--- src/rtl/lcd1602_readback_if.sv ---
// Bus bundle for lcd1602_readback: request/status handshake, read-back string
// and the HD44780 8-bit panel bus.
// Optional compare feature: define LCD_READBACK_CMP_EN to add the expected
// string input and the mismatch/mismatch_idx result outputs.
interface lcd1602_readback_if;
    logic         start;
    logic         busy;
    logic         done;
    logic         error;
    logic [255:0] string_out;
    logic [7:0]   LCD_DATA_I;
    logic [7:0]   LCD_DATA_O;
    logic         LCD_DATA_OE;
    logic         LCD_RW;
    logic         LCD_RS;
    logic         LCD_EN;
`ifdef LCD_READBACK_CMP_EN
    logic [255:0] expected;
    logic         mismatch;
    logic [4:0]   mismatch_idx;

    modport slave (
        input  start, LCD_DATA_I, expected,
        output busy, done, error, string_out,
        output LCD_DATA_O, LCD_DATA_OE, LCD_RW, LCD_RS, LCD_EN,
        output mismatch, mismatch_idx
    );
    modport master (
        output start, LCD_DATA_I, expected,
        input  busy, done, error, string_out,
        input  LCD_DATA_O, LCD_DATA_OE, LCD_RW, LCD_RS, LCD_EN,
        input  mismatch, mismatch_idx
    );
`else
    modport slave (
        input  start, LCD_DATA_I,
        output busy, done, error, string_out,
        output LCD_DATA_O, LCD_DATA_OE, LCD_RW, LCD_RS, LCD_EN
    );
    modport master (
        output start, LCD_DATA_I,
        input  busy, done, error, string_out,
        input  LCD_DATA_O, LCD_DATA_OE, LCD_RW, LCD_RS, LCD_EN
    );
`endif
endinterface

--- src/rtl/lcd1602_readback.sv ---
// lcd1602_readback: reads all 32 DDRAM characters back from an HD44780-type
// panel, polling the busy flag before every bus operation.
// Optional feature macro: LCD_READBACK_CMP_EN (per-character compare against
// an expected string, first mismatch latched).
module lcd1602_readback #(
    parameter int SETUP_CYC    = 2,
    parameter int EN_HIGH_CYC  = 25,
    parameter int EN_LOW_CYC   = 25,
    parameter int BUSY_TIMEOUT = 1000
) (
    input  logic                 sys_clk,
    input  logic                 rst_n,
    lcd1602_readback_if.slave    bus
);
    localparam int BUS_CYC = SETUP_CYC + EN_HIGH_CYC + EN_LOW_CYC;
    localparam int CW      = $clog2(BUS_CYC + 1);
    localparam int TW      = $clog2(BUSY_TIMEOUT + 1);

    localparam logic [CW-1:0] CYC_EN_ON  = CW'(SETUP_CYC);
    localparam logic [CW-1:0] CYC_EN_OFF = CW'(SETUP_CYC + EN_HIGH_CYC);
    localparam logic [CW-1:0] CYC_SAMPLE = CW'(SETUP_CYC + EN_HIGH_CYC - 1);
    localparam logic [CW-1:0] CYC_LAST   = CW'(BUS_CYC - 1);
    localparam logic [TW-1:0] TMO_LAST   = TW'(BUSY_TIMEOUT - 1);

    typedef enum logic [1:0] {S_IDLE, S_POLL, S_SETADDR, S_READ} state_t;

    state_t        state_q, state_d;
    logic [CW-1:0] cyc_q, cyc_d;
    logic [4:0]    idx_q;
    logic [TW-1:0] tmo_q;
    logic          bf_q;
    logic          addr_set_q;
    logic          done_q;
    logic          error_q;
    logic [255:0]  str_q;
    logic          en_q, rs_q, rw_q, oe_q;
    logic [7:0]    dout_q;
    logic          accept, cyc_end, finish, abort;
    logic          sample_now;

    assign sample_now = (cyc_q == CYC_SAMPLE);

    // Next-state: sequence POLL/SETADDR/READ bus cycles, each BUS_CYC clocks long
    always_comb begin
        state_d = state_q;
        cyc_d   = cyc_q;
        accept  = 1'b0;
        cyc_end = 1'b0;
        finish  = 1'b0;
        abort   = 1'b0;
        if (state_q == S_IDLE) begin
            // a start landing on the done clock is dropped
            if (bus.start && !done_q) begin
                accept  = 1'b1;
                state_d = S_POLL;
                cyc_d   = '0;
            end
        end else if (cyc_q != CYC_LAST) begin
            cyc_d = cyc_q + 1'b1;
        end else begin
            cyc_end = 1'b1;
            cyc_d   = '0;
            case (state_q)
                S_POLL: begin
                    if (bf_q) begin
                        if (tmo_q == TMO_LAST) begin
                            abort   = 1'b1;
                            finish  = 1'b1;
                            state_d = S_IDLE;
                        end
                    end else if ((idx_q == 5'd0 || idx_q == 5'd16) && !addr_set_q) begin
                        state_d = S_SETADDR;
                    end else begin
                        state_d = S_READ;
                    end
                end
                S_SETADDR: state_d = S_POLL;
                S_READ: begin
                    if (idx_q == 5'd31) begin
                        finish  = 1'b1;
                        state_d = S_IDLE;
                    end else begin
                        state_d = S_POLL;
                    end
                end
                default: state_d = S_IDLE;
            endcase
        end
    end

    // State and bus-cycle phase registers
    always_ff @(posedge sys_clk) begin
        if (!rst_n) begin
            state_q <= S_IDLE;
            cyc_q   <= '0;
        end else begin
            state_q <= state_d;
            cyc_q   <= cyc_d;
        end
    end

    // Panel pins: RS/RW/OE/DATA_O only move at the start of a bus cycle, EN follows the phase
    always_ff @(posedge sys_clk) begin
        if (!rst_n) begin
            en_q   <= 1'b0;
            rs_q   <= 1'b0;
            rw_q   <= 1'b1;
            oe_q   <= 1'b0;
            dout_q <= 8'h00;
        end else begin
            en_q <= (state_d != S_IDLE) && (cyc_d >= CYC_EN_ON) && (cyc_d < CYC_EN_OFF);
            if (accept || cyc_end) begin
                case (state_d)
                    S_SETADDR: begin
                        rs_q   <= 1'b0;
                        rw_q   <= 1'b0;
                        oe_q   <= 1'b1;
                        dout_q <= (idx_q == 5'd0) ? 8'h80 : 8'hC0;
                    end
                    S_READ: begin
                        rs_q   <= 1'b1;
                        rw_q   <= 1'b1;
                        oe_q   <= 1'b0;
                        dout_q <= 8'h00;
                    end
                    default: begin
                        rs_q   <= 1'b0;
                        rw_q   <= 1'b1;
                        oe_q   <= 1'b0;
                        dout_q <= 8'h00;
                    end
                endcase
            end
        end
    end

    // Character index, busy-flag capture, timeout count and line-address bookkeeping
    always_ff @(posedge sys_clk) begin
        if (!rst_n) begin
            idx_q      <= '0;
            tmo_q      <= '0;
            bf_q       <= 1'b0;
            addr_set_q <= 1'b0;
        end else if (accept) begin
            idx_q      <= '0;
            tmo_q      <= '0;
            bf_q       <= 1'b0;
            addr_set_q <= 1'b0;
        end else begin
            if (state_q == S_POLL && sample_now) begin
                bf_q <= bus.LCD_DATA_I[7];
            end
            if (cyc_end) begin
                case (state_q)
                    S_POLL:    tmo_q <= bf_q ? tmo_q + 1'b1 : '0;
                    S_SETADDR: addr_set_q <= 1'b1;
                    S_READ: begin
                        addr_set_q <= 1'b0;
                        if (idx_q != 5'd31) begin
                            idx_q <= idx_q + 1'b1;
                        end
                    end
                    default: ;
                endcase
            end
        end
    end

    // Results: done pulse, sticky error, character store on the last EN-high clock
    always_ff @(posedge sys_clk) begin
        if (!rst_n) begin
            done_q  <= 1'b0;
            error_q <= 1'b0;
            str_q   <= '0;
        end else begin
            done_q <= finish;
            if (accept) begin
                error_q <= 1'b0;
            end else if (abort) begin
                error_q <= 1'b1;
            end
            if (state_q == S_READ && sample_now) begin
                str_q[255 - 8*idx_q -: 8] <= bus.LCD_DATA_I;
            end
        end
    end

`ifdef LCD_READBACK_CMP_EN
    logic       mismatch_q;
    logic [4:0] mismatch_idx_q;

    // First differing character against the expected string
    always_ff @(posedge sys_clk) begin
        if (!rst_n) begin
            mismatch_q     <= 1'b0;
            mismatch_idx_q <= '0;
        end else if (accept) begin
            mismatch_q     <= 1'b0;
            mismatch_idx_q <= '0;
        end else if (state_q == S_READ && sample_now && !mismatch_q &&
                     bus.LCD_DATA_I != bus.expected[255 - 8*idx_q -: 8]) begin
            mismatch_q     <= 1'b1;
            mismatch_idx_q <= idx_q;
        end
    end

    assign bus.mismatch     = mismatch_q;
    assign bus.mismatch_idx = mismatch_idx_q;
`endif

    assign bus.busy        = (state_q != S_IDLE);
    assign bus.done        = done_q;
    assign bus.error       = error_q;
    assign bus.string_out  = str_q;
    assign bus.LCD_EN      = en_q;
    assign bus.LCD_RS      = rs_q;
    assign bus.LCD_RW      = rw_q;
    assign bus.LCD_DATA_OE = oe_q;
    assign bus.LCD_DATA_O  = dout_q;
endmodule
--- src/flat_wrapper.sv ---
// flat-port wrapper written by rule: the top's interface ports become plain ports
module lcd1602_readback_flat 
#(
    parameter int SETUP_CYC    = 2,
    parameter int EN_HIGH_CYC  = 25,
    parameter int EN_LOW_CYC   = 25,
    parameter int BUSY_TIMEOUT = 1000
)
  (sys_clk, rst_n, bus_start, bus_LCD_DATA_I, bus_busy, bus_done, bus_error, bus_string_out, bus_LCD_DATA_O, bus_LCD_DATA_OE, bus_LCD_RW, bus_LCD_RS, bus_LCD_EN);
  lcd1602_readback_if bus_i ();
  input  logic sys_clk;
  input  logic rst_n;
  input wire logic [$bits(bus_i.start)-1:0] bus_start;
  input wire logic [$bits(bus_i.LCD_DATA_I)-1:0] bus_LCD_DATA_I;
  output wire logic [$bits(bus_i.busy)-1:0] bus_busy;
  output wire logic [$bits(bus_i.done)-1:0] bus_done;
  output wire logic [$bits(bus_i.error)-1:0] bus_error;
  output wire logic [$bits(bus_i.string_out)-1:0] bus_string_out;
  output wire logic [$bits(bus_i.LCD_DATA_O)-1:0] bus_LCD_DATA_O;
  output wire logic [$bits(bus_i.LCD_DATA_OE)-1:0] bus_LCD_DATA_OE;
  output wire logic [$bits(bus_i.LCD_RW)-1:0] bus_LCD_RW;
  output wire logic [$bits(bus_i.LCD_RS)-1:0] bus_LCD_RS;
  output wire logic [$bits(bus_i.LCD_EN)-1:0] bus_LCD_EN;
  assign bus_i.start = bus_start;
  assign bus_i.LCD_DATA_I = bus_LCD_DATA_I;
  assign bus_busy = bus_i.busy;
  assign bus_done = bus_i.done;
  assign bus_error = bus_i.error;
  assign bus_string_out = bus_i.string_out;
  assign bus_LCD_DATA_O = bus_i.LCD_DATA_O;
  assign bus_LCD_DATA_OE = bus_i.LCD_DATA_OE;
  assign bus_LCD_RW = bus_i.LCD_RW;
  assign bus_LCD_RS = bus_i.LCD_RS;
  assign bus_LCD_EN = bus_i.LCD_EN;
  lcd1602_readback #(.SETUP_CYC(SETUP_CYC), .EN_HIGH_CYC(EN_HIGH_CYC), .EN_LOW_CYC(EN_LOW_CYC), .BUSY_TIMEOUT(BUSY_TIMEOUT)) u_core (.sys_clk(sys_clk), .rst_n(rst_n), .bus(bus_i));
endmodule
--- config.mk ---
export PLATFORM = sky130hd
export DESIGN_NAME = lcd1602_readback_flat
export DESIGN_NICKNAME = d
export VERILOG_FILES = /design/src/rtl/lcd1602_readback_if.sv /design/src/rtl/lcd1602_readback.sv /design/src/flat_wrapper.sv
export SDC_FILE = /design/constraint.sdc
export NUM_CORES = 1
export LEC_CHECK = 0
export CORE_ASPECT_RATIO = 1.25
export CORE_MARGIN = 2
export CORE_UTILIZATION = 54
export CTS_CLUSTER_SIZE = 16
export DETAILED_ROUTE_END_ITERATION = 12
export GPL_TIMING_DRIVEN = 0
export PLACE_DENSITY = 0.85
export SYNTH_ARGS = -nofsm -noshare
export SYNTH_HDL_FRONTEND = slang
export SYNTH_SLANG_ARGS = --single-unit
--- constraint.sdc ---
create_clock -name sys_clk -period 4.8 [get_ports sys_clk]
set_input_delay 0.96 -clock sys_clk [delete_from_list [all_inputs] [get_ports sys_clk]]
set_output_delay 0.96 -clock sys_clk [all_outputs]
set_load 0.005 [all_outputs]
==> flow_summary.json <==
{
  "clockRootBuffer": "clkbuf_16",
  "grt-ovfl-total": 0,
  "finalHoldViolations": 0,
  "synth-main-ff-cell": "dfxtp_1",
  "dp_hpwl_mm": 24.4,
  "avgRoutedWirePerCell_um": 19.7,
  "post_cts_buffers": 0,
  "power.leakage_nw": 6.69,
  "critical_path.startpoint": "u_core.state_q[1]",
  "finalCriticalPeriod_ps": 2950,
  "clkLatencyLatePin_ps": 540,
  "rsz0062_at_grt": "no",
  "post-route-drc-count": 0,
  "fmax_mhz": 339,
  "drv_slew": 0,
  "reg2reg_from": "u_core.idx_q[0]",
  "die_area_um2": 23700,
  "synth-edff-count": 0,
  "ctsResizeCount": 0,
  "end_kind": "primary output",
  "synth-simple-area-share": 0.246,
  "port_buffers": 274,
  "crit_type": "reg -> out",
  "via_per_inst": 5.30,
  "cts_tree": "done",
  "ios": 282,
  "clock-sinks": 288,
  "ys_types": 57,
  "synth_top_family_by_area": "simple AND/OR/NAND/NOR gates",
  "start_kind": "flop",
  "grt_pass1_vias": 9373,
  "wirelength_mm": 34.3,
  "min_from": "u_core.bus.error",
  "syn_inst": 1126,
  "synth-seq-cells": 288,
  "routabilityCongestion": 0.928,
  "final_nets": 1456,
  "die_w_um": 138,
  "dieHeight_um": 172,
  "synth-adder-area-share": 0.0103,
  "utilization": 0.733,
  "tightestPinTransition_ps": 978,
  "grt_pass1_wl_mm": 53.2,
  "synth_area_um2": 12100,
  "fin_crit_sh": 0.615,
  "drtIter0Drc": 364,
  "final_area_um2": 16200,
  "min_path_type": "reg -> reg",
  "avgSynthCellArea_um2": 10.8,
  "ant_nets": 0,
  "start_util": 0.548,
  "grt_max_degree": 15,
  "synthArstFlopShare": 0,
  "postCtsHoldBufs": 0,
  "critPathMaxFanout": 8,
  "synthMuxAreaShare": 0.214,
  "cts_buffers": 28,
  "yosysSeqAreaShare": 0.475,
  "vias": 9224,
  "setup_viol": 0,
  "tns_ps": 0,
  "cp.arrival_ps": 1990,
  "skew_ps": 15.2,
  "drt_pass1_iterations": 4,
  "h-tree-depth": 1,
  "cap_violations": 0,
  "design.core.area_um2": 22100,
  "placed_cell_area_um2": 15200,
  "grt_use_total": 0.280,
  "synth_warnings": 0,
  "powerDensity_nw_per_um2": 297,
  "vdd_drop_max_mv": 0.262,
  "clkTransAtPathRegs_ps": 70,
  "relSlewSlack": 0.343,
  "drive_gt1_frac": 0.0755,
  "status": "complete, no violations",
  "synth_xor_area_frac": 0.00650,
  "areaGrowthSynthToFinish_pct": 33.7,
  "critPathRequiredTime_ps": 3840,
  "num_rows": 61,
  "antenna_found_initial": 0,
  "synth_compound_area_frac": 0.0213,
  "clockBufferDepth": 3
}
==> layer usage <==
layer | track usage | vias up | wire length, µm
met4 | 0.115 | 0 | 1410
met3 | 0.0554 | 70 | 2140
met5 | 0 | - | 0
met2 | 0.483 | 320 | 16500
met1 | 0.346 | 4407 | 14200
li1 | - | 4427 | -
==> path summary, 6_finish.rpt <==
path	end	cells past startpoint	slack, ps
worst max-delay path	bus_busy	3	1850
worst min-delay path	u_core.bus.error	2	480
worst max register to register	u_core.bus.LCD_EN	9	2080
worst min register to register	u_core.bus.error	2	480
==> per-stage QoR <==
| stage | setup slack, ps | hold slack (ps) | cells | total power, mW |
|---|---|---|---|---|
| 2_1_floorplan | 2590 | 454 | 1131 | 2.53 |
| 3_3_place_gp | 1780 | 459 | 1688 | 2.58 |
| 3_5_place_dp | 1860 | 469 | 1688 | 2.58 |
| 4_1_cts | 1860 | 483 | 1739 | 4.83 |
| 5_1_grt | 1770 | 504 | 1739 | 4.93 |
| 6_report | 1850 | 477 | 1740 | 4.81 |
==> power breakdown <==
group	switching [mW]	leakage, nW	internal, mW
sequential	0.00144	2.32	2.39
clock	0.934	0.481	1.35
combinational	0.0839	3.89	0.0556
==> layout make-up <==
class	count	area, µm²
multi-input cells	775	6060
fillers	1622	5910
flip-flops and latches	288	5770
repair buffers	274	2740
clock buffers	40	857
well taps	283	354
plain buffers	61	303
clock inverters	11	114
inverters	7	26.3
diodes	1	2.50
==> critical path: stages (launching register included) <==
cell             delay, ps
dfxtp_1                430
nor2_4                 230
clkinv_1               270
clkdlybuf4s50_1        530
==> cells in the mapped netlist, types with 2 or more instances <==
cell type / n / area [µm²]
nand4_1: 6 / 37.5
nand2b_1: 2 / 12.5
clkbuf_1: 32 / 120
nand3_4: 10 / 175
mux2i_1: 259 / 2590
nand4bb_1: 2 / 22.5
nor4_4: 2 / 42.5
nor3_1: 10 / 50.1
buf_1: 4 / 15.0
buf_6: 2 / 22.5
o21ai_0: 7 / 35.0
or3_1: 4 / 25.0
and3_1: 7 / 43.8
buf_4: 12 / 90.1
nor2b_1: 265 / 1660
xnor2_1: 2 / 17.5
xor2_1: 7 / 61.3
inv_1: 5 / 18.8
a31oi_1: 2 / 12.5
nor2_1: 21 / 78.8
o31ai_1: 2 / 15.0
buf_2: 11 / 55.1
a211oi_1: 3 / 22.5
a21oi_1: 11 / 55.1
and3b_1: 5 / 43.8
and2_1: 71 / 444
nand3_1: 8 / 40.0
ha_1: 10 / 125
nand2_1: 16 / 60.1
nand3_2: 13 / 130
dfxtp_1: 288 / 5770
nor4_1: 2 / 12.5
==> kinds of logic after synthesis <==
kind of cell               after synthesis
AOI/OAI and AO/OA                       36
xor gates and xnor gates                 9
adders and majority gates               10
buffers and inverters                   68
DFF                                    288
muxes                                  259
other                                    1
and+or+nand+nor                        455
==> cell usage in the layout (no fill, tap or decap), drive strengths merged, types with 2 or more instances in the layout <==
master         netlist  routed
dfxtp              288     288
clkdlybuf4s50        0     274
nor2b              265     265
mux2i              259     259
clkbuf              32      72
and2                71      71
nand3               31      31
buf                 29      29
nor2                23      23
nand2               16      16
a21oi               11      11
nor3                10      10
ha                  10      10
o21ai                8       8
clkinv               1       8
and3                 7       7
xor2                 7       7
nand4                6       6
conb                 1       6
inv                  6       6
and3b                5       5
nor4                 5       5
or3                  4       4
a211oi               3       3
nand4bb              2       2
xnor2                2       2
nand2b               2       2
o31ai                2       2
a31oi                2       2
clkinvlp             0       2
bufinv               0       2
nand3b               2       2
==> sequential cells by signal, indices dropped and copies added, names as in the netlist, 2 cells and up <==
name,cells
u_core.bus.string_out,256
u_core.cyc_q,6
u_core.bus.LCD_DATA_O,2
u_core.state_q,2
u_core.tmo_q,10
u_core.idx_q,5
(Power assumes the default switching activity.)
